### config.mk
export PLATFORM = sky130hd
export DESIGN_NAME = i2s_in
export DESIGN_NICKNAME = d
export VERILOG_FILES = /design/src/rtl/i2s_in.sv
export SDC_FILE = /design/constraint.sdc
export NUM_CORES = 1
export LEC_CHECK = 0
export CELL_PAD_IN_SITES_DETAIL_PLACEMENT = 1
export CELL_PAD_IN_SITES_GLOBAL_PLACEMENT = 1
export CORE_MARGIN = 5
export CORE_UTILIZATION = 35
export DETAILED_ROUTE_END_ITERATION = 8
export DONT_BUFFER_PORTS = 1
export GPL_ROUTABILITY_DRIVEN = 0
export PLACE_DENSITY_LB_ADDON = 0.1
export SLEW_MARGIN = 20
export SYNTH_ARGS = -nofsm -noshare
export SYNTH_HDL_FRONTEND = slang
export SYNTH_SLANG_ARGS = --single-unit
### constraint.sdc
create_clock -name clk_in -period 2 [get_ports clk_in]
set_clock_uncertainty 0.15 [all_clocks]
set_input_delay 0.3 -clock clk_in [delete_from_list [all_inputs] [get_ports clk_in]]
set_output_delay 0.3 -clock clk_in [all_outputs]
set_load 0.02 [all_outputs]
### src/rtl/i2s_in.sv
// I2S slave receiver: synchronises external bclk/ws/data into clk_in,
// deserialises 16-bit MSB-first words per channel and presents each
// completed left+right frame with a one-cycle data_valid_out strobe.
// MSB_DELAY = 1 selects standard I2S framing, 0 selects left-justified.
// SYNC_STAGES (>= 2) sets the synchroniser depth on every serial input.
// Optional feature macro: I2S_IN_MONO_MIX_EN adds mono_out = (L + R) >>> 1.
// bclk_in must run at no more than clk_in/4.
module i2s_in #(
  parameter int MSB_DELAY   = 1,
  parameter int SYNC_STAGES = 2
) (
  input  logic        clk_in,
  input  logic        reset_in,
  input  logic        bclk_in,
  input  logic        ws_in,
  input  logic        d_in,
  output logic [15:0] left_out,
  output logic [15:0] right_out,
  output logic        data_valid_out,
  output logic        frame_err_out
`ifdef I2S_IN_MONO_MIX_EN
  ,
  output logic [15:0] mono_out
`endif
);

  typedef enum logic [1:0] {IDLE, SKIP, SHIFT, DONE} state_t;

  logic [SYNC_STAGES-1:0] bclk_sync, ws_sync, d_sync;
  logic                   bclk_s, ws_s, d_s;
  logic                   bclk_prev;
  logic                   brise, ws_edge;
  logic                   ws_last;

  state_t      state;
  logic [15:0] shift_reg;
  logic [15:0] word_next;
  logic [4:0]  bit_cnt;
  logic        word_ch;
  logic [15:0] left_hold;
  logic        left_pending;

  // Synchronise the three serial inputs; ws and d stay aligned with bclk.
  always_ff @(posedge clk_in) begin
    if (reset_in) begin
      bclk_sync <= '0;
      ws_sync   <= '0;
      d_sync    <= '0;
      bclk_prev <= 1'b0;
    end else begin
      bclk_sync <= {bclk_sync[SYNC_STAGES-2:0], bclk_in};
      ws_sync   <= {ws_sync[SYNC_STAGES-2:0], ws_in};
      d_sync    <= {d_sync[SYNC_STAGES-2:0], d_in};
      bclk_prev <= bclk_s;
    end
  end

  assign bclk_s    = bclk_sync[SYNC_STAGES-1];
  assign ws_s      = ws_sync[SYNC_STAGES-1];
  assign d_s       = d_sync[SYNC_STAGES-1];
  assign brise     = bclk_s & ~bclk_prev;
  assign ws_edge   = brise & (ws_s != ws_last);
  assign word_next = {shift_reg[14:0], d_s};

`ifdef I2S_IN_MONO_MIX_EN
  logic [15:0] mix_half;
  // Sign-extended 17-bit sum cannot overflow; the halved result fits 16 bits.
  assign mix_half = 16'((17'({left_hold[15], left_hold}) +
                         17'({word_next[15], word_next})) >> 1);
`endif

  // Framing FSM, deserialiser and registered frame outputs.
  always_ff @(posedge clk_in) begin
    if (reset_in) begin
      state          <= IDLE;
      ws_last        <= 1'b0;
      shift_reg      <= '0;
      bit_cnt        <= '0;
      word_ch        <= 1'b0;
      left_hold      <= '0;
      left_pending   <= 1'b0;
      left_out       <= '0;
      right_out      <= '0;
      data_valid_out <= 1'b0;
      frame_err_out  <= 1'b0;
`ifdef I2S_IN_MONO_MIX_EN
      mono_out       <= '0;
`endif
    end else begin
      data_valid_out <= 1'b0;
      frame_err_out  <= 1'b0;
      if (brise) ws_last <= ws_s;

      if (ws_edge) begin
        // New word starts; the channel is fixed by the level seen here.
        word_ch <= ws_s;
        if (state == SHIFT && bit_cnt < 5'd16) begin
          frame_err_out <= 1'b1;
          left_pending  <= 1'b0;
        end
        if (MSB_DELAY == 0) begin
          shift_reg <= {15'd0, d_s};
          bit_cnt   <= 5'd1;
          state     <= SHIFT;
        end else begin
          bit_cnt   <= 5'd0;
          state     <= SKIP;
        end
      end else if (brise) begin
        case (state)
          SKIP: begin
            shift_reg <= {15'd0, d_s};
            bit_cnt   <= 5'd1;
            state     <= SHIFT;
          end
          SHIFT: begin
            shift_reg <= word_next;
            bit_cnt   <= bit_cnt + 5'd1;
            if (bit_cnt == 5'd15) begin
              state <= DONE;
              if (!word_ch) begin
                left_hold    <= word_next;
                left_pending <= 1'b1;
              end else if (left_pending) begin
                left_out       <= left_hold;
                right_out      <= word_next;
                data_valid_out <= 1'b1;
                left_pending   <= 1'b0;
`ifdef I2S_IN_MONO_MIX_EN
                mono_out       <= mix_half;
`endif
              end else begin
                // Right word with no preceding left word.
                frame_err_out <= 1'b1;
              end
            end
          end
          default: ;
        endcase
      end
    end
  end

endmodule

* Yosys cells after proc, flatten, opt, wreduce, memory -nomap -nowiden
Cells that the tools add are included.
** Storage, ports and cells
- Bits in registers :: 82
- Input bits :: 5
- Output and inout port bits :: 34
- Word-level logic and storage cells :: 68
** Cells by class
- $add $sub $neg :: 1
- $lt $le $gt $ge :: 1
- Equal/unequal tests :: 7
- Multiplexer cells :: 20
- Bitwise logic cells :: 8
- Reduce and logical (&&, ||, !) cells :: 15
** Operators with widths (count)
- case mux 15 bit (2 select lines) :: 1
- two-way mux 1 bit :: 16
- case mux 5 bit (2 select lines) :: 1
- AND reduction 3 bit :: 3
- nonzero test 2 bit :: 4
- inverter 1 bit :: 6
- AND reduction 6 bit :: 1
- OR reduction 6 bit :: 1
- adder 5 x 1 -> 5 bit, second input constant :: 1
- equality test 5 x 4 -> 1 bit, second input constant :: 1
- less-than comparator 5 bit, second input constant :: 1
- AND reduction 5 bit :: 1
- inequality test 2 x 1 -> 1 bit, second input constant :: 2
- case mux 2 bit (2 select lines) :: 1
- AND reduction 4 bit :: 1
- inequality test 3 x 2 -> 1 bit, second input constant :: 1
- nonzero test 3 bit :: 1
- bitwise AND 1 bit :: 2
- equality test 2 x 1 -> 1 bit, second input constant :: 1
- equality test 2 bit, second input constant :: 1
- two-way mux 2 bit :: 1
- AND reduction 2 bit :: 1
- OR reduction 2 bit :: 1
- logical AND 1 bit :: 1
- inequality test 1 bit :: 1

* Depth between registers and ports, before layout
- Depth in word-level cells :: 6
- Depth in mapped cells :: 8
- Depth with buffers taken out :: 6

* Worst setup path after synthesis
Ideal clock, no wire load.
- Path type :: reg-to-reg
- Start point :: register bit_cnt[0]
- End point :: register left_hold[10]
- Setup time :: 0.119 ns
- Data arrival time :: 1.819 ns
- Required time :: 1.731 ns
- Slack :: -0.088 ns
- Stages on the path, launching flop included :: 9
- Buffers on the path :: 2
- Period minus slack after synthesis :: 2.088 ns
- Cell sequence :: dfxtp_1 ha_1 and3_1 ha_1 nand2_1 or4_1 buf_2 buf_6 mux2i_1
** On the way
- Longest elaborated chain between the ends :: 2
** RTL lines
- start: declaration :: line 38 : logic [4:0] bit_cnt;
- start signal: assignment :: line 118 : bit_cnt <= bit_cnt + 5'd1;
- equality test 5 x 4 -> 1 bit :: line 119 : if (bit_cnt == 5'd15) begin
- AND reduction 5 bit (no source line)
- end signal: assignment :: line 122 : left_hold <= word_next;
- end: declaration :: line 40 : logic [15:0] left_hold;
Every way passes these cells.
A chain may end at the register's enable or synchronous reset.

* Worst setup path in the final report
- Start point :: register state[0]
- End point :: register bit_cnt[3]
** On the way
- Longest elaborated chain between the ends :: 3
** RTL lines
- start: declaration :: line 35 : state_t state;
- start signal: assignment :: line 75 : state <= IDLE;
- start signal: assignment :: line 104 : state <= SHIFT;
- start signal: assignment :: line 107 : state <= SKIP;
- equality test 2 bit / equality test 2 x 1 -> 1 bit (equally long branches) :: line 110 : case (state)
- nonzero test 2 bit (no source line)
- AND reduction 2 bit (no source line)
Several ways; a longest one is shown, not always the timed one.

==> metrics.md <==
| Metric | Value |
|---|---|
| Area grow syn2layout | 14.57% |
| Die ar. | ~0.012 mm2 |
| Total net switching power | just over 600 uW |
| Iteration-0 DRC Markers | 96 |
| CTS tree | done |
| I/O pins | 39 |
| Drc violations | 0 |
| Sum Neg Setup Slack | 0 ns |
| Slowest stage cell on the critical path | or4_1 |
| Combinational Power Share | under 10% |
| Most used DFF post-synth | dfxtp_1 |
| Clock root buffer | clkbuf_8 |
| Worst path bufs/invs | 1 |
| Critical Path Max Stage Delay | approximately 0.48 ns |
| Setup violators final | 0 |
| Worst setup EP type | flip-flop |
| Tmin final | 1.924 ns |
| Slew Limit Fails | 0 |
| Postcts setup bufs | 0 |
| Largest net degree at the start of global routing | 60 |
| Critical path class | flip-flop to flip-flop |
| Flop pwr share | between 50% and 60% |
| Row count | 35 |
| NumNets Final | between 300 and 400 |
| Peak VDD IR | approximately 0.3 mV |
| Max FO, Critical Path | 4 |
| Top post-synthesis cells by area | dfxtp_1 (49%), mux2i_1 (15%), nand2b_1 (13%), a21oi_1 (3.1%), o21ai_0 (2.8%) |
| Post-synth top area share | between 40% and 50% |
| Netlist cell types | 35 |
| Largest regs | left_hold x16, left_out x16, right_out x16 |
| RSZ-0062 raised after global routing | true |
| Slew headroom | 69.86% |
| Drt pass-1 iters | 4 |
| Setup WS pre-CTS | -0.01026 ns |
| Internal | between 2 and 2.5 mW |
| Pwr Density | slightly above 700 mW/mm2 |
| Commonest non-fill, non-tap cell in the layout | dfxtp_1 |
| H-tree level count | 3 |
| HP Class | input pin to flip-flop |
| Slew @ Worst Pin | ~0.45 ns |
| Sw frac | around 22% |
| Area leader, netlist | dfxtp_1 |
| Routed len/inst | ~16 um |
| Layout cells sized above 1 | a little over an eighth |
| GRT Overall Usage | 14.07% |
| Core area | ~0.0093 mm2 |
| Die X | roughly 110 um |
| Crit-path leading delay family | simple AND/OR/NAND/NOR gates |
| Seq cells post-synth | just over 80 |
| Status | completed |
| CTS max path bufs | 2 |
| PortBufs | 0 |
| Commonest non-fill, non-tap cells in the layout | dfxtp_1 (79), nand2b_1 (67), mux2i_1 (49) |
| Syn_nets | about 340 |
| Die height | 107.7 um |
| Post-Syn Instances | around 330 |
| CTS buffer count | 9 |
| Max Freq | slightly above 0.5 GHz |
| Clock share of power | about 37% |
| Vias in the first global route | around 2500 |
| Post-synth ARST share | 0% |
| Vias/cell | between 4 and 5 |
| Antenna viol nets, final | 0 |
| Avg Synthesized Cell Area | just over 10 um2 |
| EDFF count, synth | 0 |
| Fillcell total | approximately 1000 |
| Initial core utilization | 35.98% |
| GRT Residual Overflow | 0 |
| Final wirelength | approximately 7.6 mm |
| Period utilization | 96.20% |
| Startpoint types | flip-flop |
| Vias | approximately 2300 |
| Initial antenna violation count | 0 |
| CTS sink count | between 80 and 90 |
| Clock latency on the worst-skew pair | between 0.3 and 0.4 ns |
| Final Hold Fails | 0 |
| Post-route setup slack | between 0.07 and 0.08 ns |
| Antenna diodes | 0 |
| Sequential share of the synthesized area | just under 50% |
| Clk slew on worst S/H paths | ~0.080 ns |
| Synthesized area | 0.003341 mm2 |
| Static leakage | 1.348 nW |
| Syn. warnings | 0 |
| Max capacitance violation total | 0 |
| Required time worst endpoint | between 2 and 2.5 ns |
| Worst EP arrival | around 2.1 ns |
| Worst-path cell chain | inv_1 > ha_1 > or3b_4 > or4_1 > a31oi_1 |
| First-pass GRT wire length | roughly 13 mm |
| Post-DP HPWL | 4.908 mm |
what timing repair did:
action / CTS / global route
endpoints found under the setup margin: 1 / 44
endpoints found under the hold margin: 58 / 0
hold buffers: 4 / 0
pin swaps: 0 / 1
resized for setup: 1 / 7
cell usage after synthesis, types with 2 or more instances:
master    count
a21o_1        2
a21oi_1      21
and3_1        2
buf_2         4
buf_4         2
clkbuf_1     16
dfxtp_1      82
ha_1          5
inv_1         5
mux2i_1      49
nand2_1       4
nand2b_1     67
nand3_1       5
nand4_1      14
nand4b_1      2
nor2_1        2
nor2b_1       8
nor3_1        5
o21ai_0      19
or3_1         2
or4_1         2
metal layers:
layer | share of wire (%) | track usage (%) | up-vias
met4 | 1.1 | 5.140 | 0
met5 | 0 | 0 | -
met1 | 49 | 18.00 | 1154
li1 | - | - | 1157
met2 | 47 | 23.22 | 25
met3 | 3.4 | 2.999 | 7
power by group through the flow:
stage	Combinational (mW)	Clock, mW	Sequential (mW)
floorplan	0.0610	0	1.68
global placement	0.0607	0	1.68
detailed placement	0.0602	0	1.68
CTS	0.0860	1.08	1.64
global route	0.0929	1.14	1.64
finish	0.0849	1.03	1.64
metrics by stage:
stage | instance area, um2 | hold slack, ns | util [%] | instances | power [mW]
floorplan | 3381 | 0.2638 | - | 332 | 1.741
detailed placement | 3597 | 0.2287 | 38.75 | 454 | 1.743
global placement | 3597 | 0.2268 | 38.75 | 454 | 1.743
CTS | 3806 | 0.003394 | 41.00 | 471 | 2.814
global route | 3827 | 0.02204 | 41.23 | 471 | 2.877
finish | 3827 | 0.02436 | 41.23 | 471 | 2.757
layout make-up:
| class | count | area, um2 | share of cell area, % |
|---|---|---|---|
| clock buffers | 10 | 137.6 | 3.596 |
| clock inverters | 3 | 18.77 | 0.4904 |
| inverters | 5 | 18.77 | 0.4904 |
| multi-input cells | 221 | 1622 | 42.37 |
| flip-flops and latches | 82 | 1650 | 43.12 |
| well taps | 129 | 161.4 | 4.217 |
| repair buffers | 21 | 219.0 | 5.721 |
logic make-up (layout without fill, tap and decap cells):
kind of cell | count (synthesis) | in the layout | synth area share, %
AO/OA/AOI/OAI | 46 | 46 | 7.416
adder cells (fa/ha/maj) | 5 | 5 | 1.873
XOR/XNOR | 2 | 2 | 0.5244
flip-flops | 82 | 82 | 49.14
AND/OR/NAND/NOR | 119 | 119 | 22.51
buffers and inverters | 29 | 39 | 3.858
multiplexers | 49 | 49 | 14.68
final timing paths:
path | startpoint | end | slack [ns] | cells past startpoint
worst max-delay path | state[0]$_SDFFE_PP0P_ | bit_cnt[3]$_SDFFE_PP0P_ | 0.08 | 5
worst min-delay path | reset_in | right_out[3]$_SDFFE_PP0P_ | 0.02 | 2
worst max register to register | state[0]$_SDFFE_PP0P_ | bit_cnt[3]$_SDFFE_PP0P_ | 0.08 | 5
worst min register to register | bclk_sync[0]$_SDFF_PP0_ | bclk_sync[1]$_SDFF_PP0_ | 0.30 | 1
worst reg2reg max path, stage by stage, from the launching register on:
cell and delay [ns]:
dfxtp_2 0.33, inv_1 0.04, ha_1 0.30, or3b_4 0.40, or4_1 0.48, a31oi_1 0.16
Note: power is estimated with default switching activity, not from simulation.
